<file path="src/rtl/stream_packer.sv">
// Packs RATIO consecutive WIDTH-bit beats into one registered WIDTH*RATIO-bit word.
// Optional PACKER_LAST_EN adds s_last / m_keep / m_last for early flush of partial words.
module stream_packer #(
    parameter int WIDTH = 8,
    parameter int RATIO = 4
) (
    input  logic                   clk,
    input  logic                   rst_n,
    input  logic                   s_valid,
    output logic                   s_ready,
    input  logic [WIDTH-1:0]       s_data,
`ifdef PACKER_LAST_EN
    input  logic                   s_last,
    output logic [RATIO-1:0]       m_keep,
    output logic                   m_last,
`endif
    output logic                   m_valid,
    input  logic                   m_ready,
    output logic [WIDTH*RATIO-1:0] m_data
);

    localparam int CW = $clog2(RATIO);
    localparam logic [CW-1:0] CNT_MAX = CW'(RATIO - 1);

    logic [CW-1:0]              cnt;
    logic [WIDTH*(RATIO-1)-1:0] acc;
    logic [WIDTH*(RATIO-1)-1:0] acc_nxt;
    logic [WIDTH*RATIO-1:0]     full;
    logic [WIDTH*RATIO-1:0]     word;
    logic [RATIO-1:0]           keep_nxt;
    logic                       beat_last;
    logic                       in_acc;
    logic                       out_acc;
    logic                       complete;

`ifdef PACKER_LAST_EN
    assign beat_last = s_last;
`else
    assign beat_last = 1'b0;
`endif

    // A completing beat is only taken when the output register is free or draining.
    assign s_ready  = !m_valid || m_ready || ((cnt != CNT_MAX) && !beat_last);
    assign in_acc   = s_valid && s_ready;
    assign out_acc  = m_valid && m_ready;
    assign complete = in_acc && ((cnt == CNT_MAX) || beat_last);

    always_comb begin
        acc_nxt = acc;
        for (int unsigned i = 0; i < RATIO - 1; i++) begin
            if (32'(cnt) == i) begin
                acc_nxt[i*WIDTH +: WIDTH] = s_data;
            end
        end
        full     = {s_data, acc_nxt};
        word     = '0;
        keep_nxt = '0;
        // Slots above cnt are explicitly zeroed so a flushed partial word is clean.
        for (int unsigned i = 0; i < RATIO; i++) begin
            if (i <= 32'(cnt)) begin
                keep_nxt[i]             = 1'b1;
                word[i*WIDTH +: WIDTH]  = full[i*WIDTH +: WIDTH];
            end
        end
    end

    always_ff @(posedge clk or negedge rst_n) begin
        if (!rst_n) begin
            cnt     <= '0;
            acc     <= '0;
            m_valid <= 1'b0;
            m_data  <= '0;
`ifdef PACKER_LAST_EN
            m_keep  <= '0;
            m_last  <= 1'b0;
`endif
        end else if (complete) begin
            cnt     <= '0;
            acc     <= '0;
            m_valid <= 1'b1;
            m_data  <= word;
`ifdef PACKER_LAST_EN
            m_keep  <= keep_nxt;
            m_last  <= beat_last;
`endif
        end else begin
            if (in_acc) begin
                acc <= acc_nxt;
                cnt <= cnt + 1'b1;
            end
            if (out_acc) begin
                m_valid <= 1'b0;
            end
        end
    end

endmodule

</file>
<file path="config.mk">
export PLATFORM = sky130hd
export DESIGN_NAME = stream_packer
export DESIGN_NICKNAME = d
export VERILOG_FILES = /design/src/rtl/stream_packer.sv
export SDC_FILE = /design/constraint.sdc
export NUM_CORES = 1
export LEC_CHECK = 0
export CORE_UTILIZATION = 55
export CTS_CLUSTER_SIZE = 24
export DETAILED_ROUTE_END_ITERATION = 6
export PLACE_DENSITY = 0.83
export REMOVE_ABC_BUFFERS = 1
export SLEW_MARGIN = 20
export SYNTH_ARGS = -nofsm -noshare
export SYNTH_HDL_FRONTEND = slang
export SYNTH_SLANG_ARGS = --single-unit
</file>
<file path="constraint.sdc">
create_clock -name clk -period 4.3 [get_ports clk]
set_input_delay 0.43 -clock clk [delete_from_list [all_inputs] [get_ports clk]]
set_output_delay 0.43 -clock clk [all_outputs]
set_load 0.01 [all_outputs]
</file>
==> results of run 1 <==
metal layers:
| metal | track usage (%) | share of wire (%) |
|---|---|---|
| met5 | 0 | 0 |
| met4 | 9.78 | 1.1 |
| met3 | 5.91 | 4.2 |
| met2 | 35.8 | 47 |
| met1 | 31.6 | 47 |
sequential cells by signal (all words and copies together), names as in the netlist:
register	cells
acc	24
cnt	2
m_data	32
m_valid	1
cells by family (layout without fill, tap and decap cells):
group	count (synthesis)	after routing	synth area share, %
adders and majority gates	4	4	1.90
and+or+nand+nor	21	21	3.80
buffers and inverters	13	65	3.13
AOI/OAI and AO/OA	35	35	11.3
DFF	59	59	56.0
muxes	50	50	23.8
layout by cell type, fill, tap and decap left out, types with 2 or more instances in the layout:
cell and n:
mux2i_1 8, bufinv_16 2, nand2_1 5, mux2_1 8, mux2_4 20, clkdlybuf4s50_1 44, inv_1 2, mux2_2 14
clkinv_2 3, ha_1 4, and2_0 3, a22o_1 31, nor2b_1 2, clkbuf_8 11, dfrtp_1 59, nor2_1 8
o211ai_1 3
worst max-delay path, cell delays in order (launching register included):
cell	delay, ns
dfrtp_1	0.44
ha_1	0.29
nand3b_1	0.22
clkdlybuf4s50_1	0.58
layout make-up:
| type | count | area share, % |
|---|---|---|
| Clock inverter | 5 | 2.25 |
| Clock buffer | 11 | 4.53 |
| Timing Repair Buffer | 47 | 14.4 |
| Sequential cell | 59 | 44.2 |
| Inverter | 2 | 0.225 |
| Tap cell | 52 | 1.95 |
| Multi-Input combinational cell | 110 | 32.5 |
power by group:
group | internal, mW | total [mW] | switching, mW
Sequential | 0.797 | 0.938 | 0.141
Combinational | 0.623 | 1.03 | 0.408
Clock | 0.355 | 0.566 | 0.212
worst min-delay path by stage:
stage                    from         end  slack [ns]  cells after the start
floorplan               rst_n      acc[0]        0.13                      0
global placement    m_data[9]   m_data[9]        0.47                      1
detailed placement  m_data[9]   m_data[9]        0.47                      1
CTS                     rst_n      acc[9]        0.26                      2
global route            rst_n  m_data[30]        0.31                      2
finish                  rst_n  m_data[30]        0.25                      2
cells in the mapped netlist:
library cell / count
mux2_4: 20
mux2i_1: 8
and2_0: 3
clkbuf_1: 1
o21ai_0: 1
o211ai_1: 3
buf_4: 1
a22o_1: 31
nand3b_1: 1
nor2b_1: 3
inv_1: 2
dfrtp_1: 59
ha_1: 4
nand2b_1: 1
buf_6: 3
buf_2: 6
mux2_2: 14
nand2_1: 5
mux2_1: 8
nor2_1: 8
stage by stage:
stage,instance area [sq um],util [%],setup WS (ns)
floorplan,2560,-,1.02
global placement,3090,69.0,1.80
detailed placement,3090,69.0,1.68
CTS,3310,74.0,1.95
global route,3340,74.7,1.97
finish,3340,74.7,2.01
==> load_flow_metrics.sql, run 1 <==
INSERT INTO impl_metrics (metric_group, metric, value, unit) VALUES
('setup_path', 'r2r-end', 'm_data[4]', ''),
('synthesis', 'syn_area_per_cell', '14.5', 'sq um'),
('die', 'dieArea', '5070', 'sq um'),
('sta', 'grt_setup_unrepaired', 'false', ''),
('detailed_routing', 'wire_per_inst', '18.3', 'um'),
('sta', 'max_clock_freq', '437', 'MHz'),
('detailed_routing', 'drc_markers', '1', ''),
('setup_path', 'critical_path.max_fanout', '6', ''),
('layout', 'area_growth_synth_to_finish', '26.7', '%'),
('sta', 'finalHoldViolCount', '0', ''),
('cts', 'ctsRootBufferMaster', 'clkbuf_8', ''),
('grt', 'number_of_global_route_vias_before_repair', '1731', ''),
('detailed_routing', 'detail-route-antenna-nets', '0', ''),
('run', 'max_cap_violation_count', '0', ''),
('grt', 'grt_first_pass_wirelength', '8.85', 'mm'),
('cts', 'numCtsBuffers', '9', ''),
('layout', 'regArea', '1480', 'sq um'),
('placement', 'place_hpwl', '3.39', 'mm'),
('setup_path', 'crit_start', 'cnt[1]', ''),
('setup_path', 'worst-r2r-setup-slack', '2.17', 'ns'),
('cts', 'clkLatencyLatePin', '0.33', 'ns'),
('synthesis', 'portion_of_the_post_synthesis_area_used_by_sequential_elements', '56.0', '%'),
('sta', 'drv_slew', '0', ''),
('sta', 'clock-skew-final', '0.00570', 'ns'),
('cts', 'post_cts.repair.setup_buffers', '0', ''),
('layout', 'drive_above_1_share', '23.1', '%'),
('layout', 'final.fill_count', '270', ''),
('placement', 'place.gp.congestion', '0.817', ''),
('sta', 'finalSetupViolCount', '0', ''),
('setup_path', 'critical_path_sink', 's_ready', ''),
('die', 'start_util', '58.9', '%'),
('status', 'result_of_the_run', 'finished, violations left', ''),
('placement', 'port-buffer-count', '45', ''),
('min_path', 'min_path_type', 'in -> async', ''),
('layout', 'final_nets', '245', ''),
('setup_path', 'timing.critical_path.to_type', 'output port', ''),
('setup_path', 'worst_r2r_path_depth', '5', ''),
('cts', 'cts_tree', 'yes', ''),
('sta', 'max-slew-margin-rel', '47.9', '%'),
('synthesis', 'synth.top_cell.area_share', '56.0', '%'),
('sta', 'finalCritPeriodShare', '53.2', '%'),
('power_and_ir_drop', 'p_leak', '1.55', 'nW'),
('die', 'core_area', '4470', 'sq um'),
('synthesis', 'synth_top_cells_by_area', 'dfrtp_1 (56%), mux2_4 (11%), a22o_1 (10%)', ''),
('sta', 'tightest_slew', '0.778', 'ns'),
('cts', 'max-clock-path-buffers', '2', ''),
('status', 'violations', 'DRC', ''),
('synthesis', 'synth.distinct_cells', '20', ''),
('setup_path', 'reg2reg_from', 'cnt[1]', ''),
('synthesis', 'number_of_standard_cells_after_synthesis', '182', ''),
('die', 'chipWidth', '71.2', 'um'),
('detailed_routing', 'dr.first_iter.drc_count', '95', ''),
('layout', 'total_inserted_antenna_cells', '0', ''),
('grt', 'grt_remaining_overflow', '0', ''),
('die', 'pin_count', '46', ''),
('setup_path', 'critical_path_required', '3.87', 'ns'),
('layout', 'fin_cells', '286', ''),
('cts', 'clock_sink_count', '59', ''),
('detailed_routing', 'routed_via_density', '5.72', ''),
('placement', 'post-place-cells', '269', ''),
('power_and_ir_drop', 'total_power', '2.54', 'mW'),
('sta', 'setup-tns-final', '0', 'ns'),
('layout', 'multi_input_comb_area', '1080', 'sq um'),
('grt', 'track_usage', '23.2', '%'),
('power_and_ir_drop', 'power_density', '759', 'nW/um^2'),
('setup_path', 'worst-setup-path-type', 'reg -> out', ''),
('grt', 'maximum_number_of_pins_on_one_net_before_global_route_repair', '60', ''),
('detailed_routing', 'routed_wirelength', '5.22', 'mm'),
('sta', 'finalWorstPathRequiredPeriod', '2.29', 'ns'),
('detailed_routing', 'detailedRoute.firstPassIterationCount', '6', ''),
('synthesis', 'synth.cell_area', '2640', 'sq um'),
('die', 'row_count', '24', ''),
('synthesis', 'ys_warn_count', '0', ''),
('synthesis', 'synth_area_leader_cell', 'dfrtp_1', ''),
('setup_path', 'cp.arrival', '1.86', 'ns'),
('detailed_routing', 'route.vias.total', '1635', ''),
('die', 'die_h', '71.2', 'um'),
('cts', 'number_of_hold_repair_buffers_added_at_the_cts_stage', '0', ''),
('grt', 'antenna_found_initial', '0', ''),
('synthesis', 'synth-seq-cells', '59', ''),
('cts', 'cts_resized', '0', ''),
('setup_path', 'startpoint_type', 'flop', ''),
('cts', 'cts.reportedPaths.clkPinSlew', '0.06', 'ns'),
('sta', 'holdWs', '0.253', 'ns'),
('cts', 'cts.htree.levels', '3', ''),
('power_and_ir_drop', 'irDropWorstVdd', '418', 'uV');
Power figures use the tool's default switching activity.
==> run 2, diff against run 1 <==
CORE_UTILIZATION = 52   (was 55)
PLACE_DENSITY = 0.79   (was 0.83)
clock period = 2.2 ns   (was 4.3 ns; I/O delays follow)
==> run 2 against run 1 <==
Compared with the run above: the run now ends clean; sequential power rose by 96%; count of clock-buffer cells in the layout fell by 1; critical path depth unchanged; register-to-register slack worse by 1.8 ns; global-route usage decreased by 1.4 points; clock skew about the same; total power increased by 85%; sequential share of layout area barely moved; utilization down 4.9 points; critical path type unchanged; largest cell class unchanged; highest routed layer unchanged.
==> load_flow_metrics.sql, run 2 (same netlist as run 1, synthesis figures left out) <==
INSERT INTO impl_metrics (metric_group, metric, value, unit) VALUES
('cts', 'cts_tree', 'yes', ''),
('detailed_routing', 'detail-route-antenna-nets', '0', ''),
('die', 'chipWidth', '73.2', 'um'),
('sta', 'tightest_slew', '0.660', 'ns'),
('layout', 'drive_above_1_share', '23.6', '%'),
('detailed_routing', 'routed_wirelength', '4.89', 'mm'),
('setup_path', 'worst-setup-path-type', 'reg -> out', ''),
('sta', 'finalHoldViolCount', '0', ''),
('cts', 'clkLatencyLatePin', '0.33', 'ns'),
('layout', 'final_cell_mix', 'dfrtp_1 (59), clkdlybuf4s50_1 (44), a22o_1 (31), mux2_4 (20), mux2_2 (14)', ''),
('cts', 'cts.reportedPaths.clkPinSlew', '0.07', 'ns'),
('setup_path', 'crit_start', 'cnt[1]', ''),
('cts', 'clock_sink_count', '59', ''),
('placement', 'place_hpwl', '3.20', 'mm'),
('layout', 'final_nets', '249', ''),
('sta', 'finalSetupViolCount', '0', ''),
('cts', 'numCtsBuffers', '9', ''),
('power_and_ir_drop', 'reg_power_share', '39.2', '%'),
('detailed_routing', 'route.vias.total', '1651', ''),
('sta', 'finalWorstPathRequiredPeriod', '2.06', 'ns'),
('sta', 'holdWs', '0.427', 'ns'),
('power_and_ir_drop', 'internal_power', '3.21', 'mW'),
('status', 'result_of_the_run', 'finished clean', ''),
('sta', 'clock-skew-final', '0.00596', 'ns'),
('grt', 'grt_remaining_overflow', '0', ''),
('power_and_ir_drop', 'power.combinational.fraction', '42.8', '%'),
('layout', 'final.fill_count', '335', ''),
('setup_path', 'critical_path_required', '1.98', 'ns'),
('sta', 'drv_slew', '0', ''),
('sta', 'max_clock_freq', '485', 'MHz'),
('detailed_routing', 'drc_markers', '0', ''),
('die', 'row_count', '25', ''),
('layout', 'max_flop_register', 'm_data', ''),
('power_and_ir_drop', 'p_clk_share', '18.0', '%'),
('cts', 'post_cts.repair.setup_buffers', '0', ''),
('detailed_routing', 'dr.first_iter.drc_count', '60', ''),
('detailed_routing', 'detailedRoute.firstPassIterationCount', '4', ''),
('placement', 'port-buffer-count', '45', ''),
('grt', 'track_usage', '21.8', '%'),
('setup_path', 'startpoint_type', 'flop', ''),
('placement', 'pre_cts_ws', '0.406', 'ns'),
('layout', 'area_growth_synth_to_finish', '26.6', '%'),
('sta', 'finalCritPeriodShare', '93.8', '%'),
('setup_path', 'worst-r2r-setup-slack', '0.42', 'ns'),
('setup_path', 'timing.critical_path.to_type', 'output port', ''),
('grt', 'maximum_number_of_pins_on_one_net_before_global_route_repair', '35', ''),
('layout', 'largest_reg_flops', '32', ''),
('cts', 'ctsRootBufferMaster', 'clkbuf_8', ''),
('layout', 'final_area', '3340', 'sq um'),
('power_and_ir_drop', 'total_power', '4.69', 'mW'),
('grt', 'number_of_global_route_vias_before_repair', '1696', ''),
('layout', 'total_inserted_antenna_cells', '0', ''),
('layout', 'fin_cells', '304', ''),
('cts', 'cts_resized', '0', ''),
('power_and_ir_drop', 'power_density', '1400', 'nW/um^2'),
('placement', 'place.gp.congestion', '0.747', ''),
('sta', 'postLayoutSetupSlackWorst', '0.137', 'ns'),
('setup_path', 'reg2reg_from', 'cnt[1]', ''),
('cts', 'max-clock-path-buffers', '2', ''),
('layout', 'final_core_utilization', '69.8', '%'),
('placement', 'post-place-cells', '288', ''),
('die', 'core_area', '4790', 'sq um'),
('power_and_ir_drop', 'p_leak', '1.54', 'nW'),
('layout', 'layout.cells.most_common', 'dfrtp_1', ''),
('cts', 'cts.htree.levels', '3', ''),
('placement', 'place_area', '3160', 'sq um'),
('die', 'pin_count', '46', ''),
('layout', 'biggestRegsByFlops', 'm_data x32, acc x24, cnt x2', ''),
('grt', 'grt_first_pass_wirelength', '8.49', 'mm'),
('power_and_ir_drop', 'swShare', '31.4', '%'),
('die', 'start_util', '55.1', '%'),
('sta', 'grt_setup_unrepaired', 'false', ''),
('power_and_ir_drop', 'p_sw', '1.47', 'mW'),
('die', 'die_h', '73.2', 'um'),
('setup_path', 'cp.arrival', '1.84', 'ns'),
('detailed_routing', 'routed_via_density', '5.43', ''),
('run', 'max_cap_violation_count', '0', ''),
('power_and_ir_drop', 'irDropWorstVdd', '793', 'uV'),
('cts', 'number_of_hold_repair_buffers_added_at_the_cts_stage', '1', ''),
('setup_path', 'critical_path.max_fanout', '6', ''),
('min_path', 'min_path_type', 'in -> async', ''),
('detailed_routing', 'wire_per_inst', '16.1', 'um'),
('grt', 'antenna_found_initial', '0', ''),
('sta', 'setup-tns-final', '0', 'ns'),
('die', 'dieArea', '5360', 'sq um'),
('sta', 'max-slew-margin-rel', '55.8', '%');
==> run 2: changes by cell type in the layout (fill, tap and decap cells not counted) <==
cell	previous run	this run
buf_12	0	2
buf_16	1	0
buf_4	1	3
bufinv_16	2	0
clkbuf_8	11	10
clkinvlp_4	0	2
dlygate4sd3_1	0	1
==> run 2: worst max-delay path, stage by stage (launching register included) <==
cell,delay [ns]
dfrtp_1,0.45
ha_1,0.28
nand3b_1,0.20
clkdlybuf4s50_1,0.57
==> run 2: worst paths after layout <==
check                              to  depth (start not counted)
max in group asynchronous  m_data[30]                          3
setup / recovery              s_ready                          3
min in group clk            m_data[4]                          1
hold reg to reg             m_data[4]                          1
hold / removal              m_data[2]                          2
setup reg to reg               acc[9]                          5
==> run 2: routing by layer <==
layer	vias to the layer above	share of wire (%)	GRT usage, %	wire length [um]
met5	-	0	0	0
li1	767	-	-	-
met1	835	48	30.2	2350
met2	39	46	32.1	2270
met3	10	3.8	6.35	184
met4	0	1.9	9.15	93
==> run 2: power groups by stage <==
stage / Clock [mW] / Combinational [mW] / Sequential (mW)
after detailed placement: 0 / 2.02 / 1.84
after floorplan: 0 / 1.10 / 1.91
final: 0.844 / 2.00 / 1.84
after global routing: 0.909 / 2.18 / 1.89
after global placement: 0 / 1.98 / 1.83
after CTS: 0.858 / 2.03 / 1.84
==> run 2: layout make-up <==
type | instances | area (sq um) | share of cell area [%]
clock buffers | 10 | 138 | 4.12
multi-input cells | 110 | 1080 | 32.5
clock inverters | 5 | 30.0 | 0.900
inverters | 2 | 7.51 | 0.225
flip-flops and latches | 59 | 1480 | 44.2
well taps | 67 | 83.8 | 2.51
repair buffers | 51 | 518 | 15.5
==> run 3, diff against run 2 <==
PLACE_DENSITY = not set   (was 0.79)
PLACE_DENSITY_LB_ADDON = 0.08   (was not set)
==> run 3 against run 2 <==
Compared with the run above: hold slack better by 0.050 ns; clock power is 33% higher; critical endpoint unchanged; critical path type unchanged; first-iteration DRC count is 110% higher; non-clock buffer count is 1 higher; total power is 6.5% higher; critical path depth stayed put; sequential share of layout area is 0.72 points lower.
==> load_flow_metrics.sql, run 3 (same netlist as run 1, synthesis figures left out) <==
INSERT INTO impl_metrics (metric_group, metric, value, unit) VALUES
('sta', 'finalHoldViolCount', '0', ''),
('cts', 'cts_resized', '0', ''),
('layout', 'final_nets', '250', ''),
('power_and_ir_drop', 'power_density', '1470', 'nW/um^2'),
('setup_path', 'timing.critical_path.to_type', 'output port', ''),
('placement', 'port-buffer-count', '45', ''),
('detailed_routing', 'dr.first_iter.drc_count', '127', ''),
('layout', 'max_flop_register', 'm_data', ''),
('cts', 'cts_tree', 'yes', ''),
('min_path', 'min_path_type', 'in -> async', ''),
('detailed_routing', 'routed_wirelength', '5.36', 'mm'),
('setup_path', 'worst-setup-path-type', 'reg -> out', ''),
('sta', 'max_clock_freq', '492', 'MHz'),
('setup_path', 'critical_path.max_fanout', '6', ''),
('detailed_routing', 'drc_markers', '0', ''),
('layout', 'area_growth_synth_to_finish', '28.7', '%'),
('detailed_routing', 'routed_via_density', '5.50', ''),
('layout', 'layout.cells.most_common', 'dfrtp_1', ''),
('placement', 'place.gp.congestion', '0.801', ''),
('detailed_routing', 'wire_per_inst', '17.5', 'um'),
('layout', 'total_inserted_antenna_cells', '0', ''),
('cts', 'numCtsBuffers', '9', ''),
('cts', 'cts.htree.levels', '3', ''),
('power_and_ir_drop', 'p_clk_share', '22.3', '%'),
('sta', 'holdWs', '0.477', 'ns'),
('die', 'pin_count', '46', ''),
('status', 'result_of_the_run', 'finished clean', ''),
('sta', 'finalCritPeriodShare', '92.4', '%'),
('sta', 'finalWorstPathRequiredPeriod', '2.03', 'ns'),
('sta', 'grt_setup_unrepaired', 'false', ''),
('grt', 'grt_remaining_overflow', '0', ''),
('layout', 'drive_above_1_share', '23.8', '%'),
('cts', 'clock_sink_count', '59', ''),
('layout', 'final.fill_count', '327', ''),
('power_and_ir_drop', 'p_sw', '1.51', 'mW'),
('setup_path', 'critical_path_required', '1.98', 'ns'),
('sta', 'clock-skew-final', '0.00503', 'ns'),
('die', 'chipWidth', '73.2', 'um'),
('layout', 'final_cell_mix', 'dfrtp_1 (59), clkdlybuf4s50_1 (44), a22o_1 (31), mux2_4 (20), mux2_2 (14)', ''),
('run', 'max_cap_violation_count', '0', ''),
('die', 'core_area', '4790', 'sq um'),
('power_and_ir_drop', 'swShare', '30.2', '%'),
('cts', 'ctsRootBufferMaster', 'clkbuf_8', ''),
('layout', 'fin_cells', '306', ''),
('cts', 'cts.reportedPaths.clkPinSlew', '0.06', 'ns'),
('die', 'die_h', '73.2', 'um'),
('layout', 'biggestRegsByFlops', 'm_data x32, acc x24, cnt x2', ''),
('sta', 'finalSetupViolCount', '0', ''),
('layout', 'largest_reg_flops', '32', ''),
('die', 'start_util', '55.1', '%'),
('detailed_routing', 'route.vias.total', '1683', ''),
('power_and_ir_drop', 'reg_power_share', '36.7', '%'),
('setup_path', 'cp.arrival', '1.81', 'ns'),
('grt', 'maximum_number_of_pins_on_one_net_before_global_route_repair', '33', ''),
('die', 'row_count', '25', ''),
('grt', 'track_usage', '23.3', '%'),
('grt', 'grt_first_pass_wirelength', '9.06', 'mm'),
('cts', 'clkLatencyLatePin', '0.33', 'ns'),
('power_and_ir_drop', 'internal_power', '3.49', 'mW'),
('grt', 'antenna_found_initial', '0', ''),
('setup_path', 'startpoint_type', 'flop', ''),
('cts', 'post_cts.repair.setup_buffers', '0', ''),
('power_and_ir_drop', 'irDropWorstVdd', '846', 'uV'),
('power_and_ir_drop', 'p_leak', '1.57', 'nW'),
('grt', 'number_of_global_route_vias_before_repair', '1736', ''),
('detailed_routing', 'detailedRoute.firstPassIterationCount', '4', ''),
('cts', 'number_of_hold_repair_buffers_added_at_the_cts_stage', '1', ''),
('sta', 'drv_slew', '0', ''),
('sta', 'tightest_slew', '0.846', 'ns'),
('die', 'dieArea', '5360', 'sq um'),
('placement', 'post-place-cells', '289', ''),
('placement', 'place_hpwl', '3.60', 'mm'),
('cts', 'max-clock-path-buffers', '2', ''),
('sta', 'max-slew-margin-rel', '43.4', '%'),
('power_and_ir_drop', 'power.combinational.fraction', '40.9', '%'),
('detailed_routing', 'detail-route-antenna-nets', '0', '');
==> run 3: cell count changes in the layout (fill, tap and decap cells not counted) <==
| cell | delta |
|---|---|
| clkinvlp_4 | -1 |
| buf_4 | +2 |
| clkinv_2 | -2 |
| clkbuf_1 | +1 |
| bufinv_16 | +2 |
| clkbuf_8 | +1 |
| buf_12 | -1 |
==> run 3: power groups by stage <==
stage	Combinational [mW]	Clock, mW	Sequential, mW
final	2.04	1.12	1.83
after global routing	2.21	1.19	1.90
after CTS	2.07	1.13	1.84
after detailed placement	2.05	0	1.84
after global placement	1.99	0	1.82
after floorplan	1.10	0	1.91
==> run 3: layer usage <==
layer / up-vias / global-route usage, % / wire length (um)
met5: - / 0 / 0
met4: 0 / 9.80 / 99
met3: 11 / 7.73 / 221
met2: 42 / 33.5 / 2510
met1: 859 / 32.4 / 2530
li1: 771 / - / -
==> run 3: cell type report <==
class                   instances  area, sq um  share of cell area [%]
clock buffers                  12          155                    4.57
clock inverters                 4         72.6                    2.14
inverters                       2         7.51                   0.221
multi-input cells             110         1080                    32.0
flip-flops and latches         59         1480                    43.5
well taps                      67         83.8                    2.47
repair buffers                 52          513                    15.1
==> run 3: worst paths after layout <==
kind	from	endpoint	slack, ns	depth (start not counted)
hold / removal	rst_n	m_data[22]	0.48	2
max in group asynchronous	rst_n	acc[4]	1.03	3
min in group clk	m_data[4]	m_data[4]	0.49	1
setup / recovery	cnt[1]	s_ready	0.17	3
hold reg to reg	m_data[4]	m_data[4]	0.49	1
setup reg to reg	cnt[1]	acc[9]	0.28	5
==> run 3: stage by stage <==
stage                     setup TNS [ns]  total power, mW  util (%)  cell area [sq um]  setup slack [ns]
after global placement                 0             3.81      65.9               3160             0.408
after global routing                   0             5.30      70.9               3390            0.0479
final                                  0             4.99      70.9               3390             0.167
after CTS                              0             5.04      70.9               3390             0.173
after floorplan                   -31.88             3.02         -               2560             -1.08
after detailed placement               0             3.89      65.9               3160             0.384
==> run 3: worst max-delay path, cell delays in order (launching register included) <==
cell and delay, ns:
dfrtp_1 0.44, ha_1 0.28, nand3b_1 0.19, clkdlybuf4s50_1 0.58
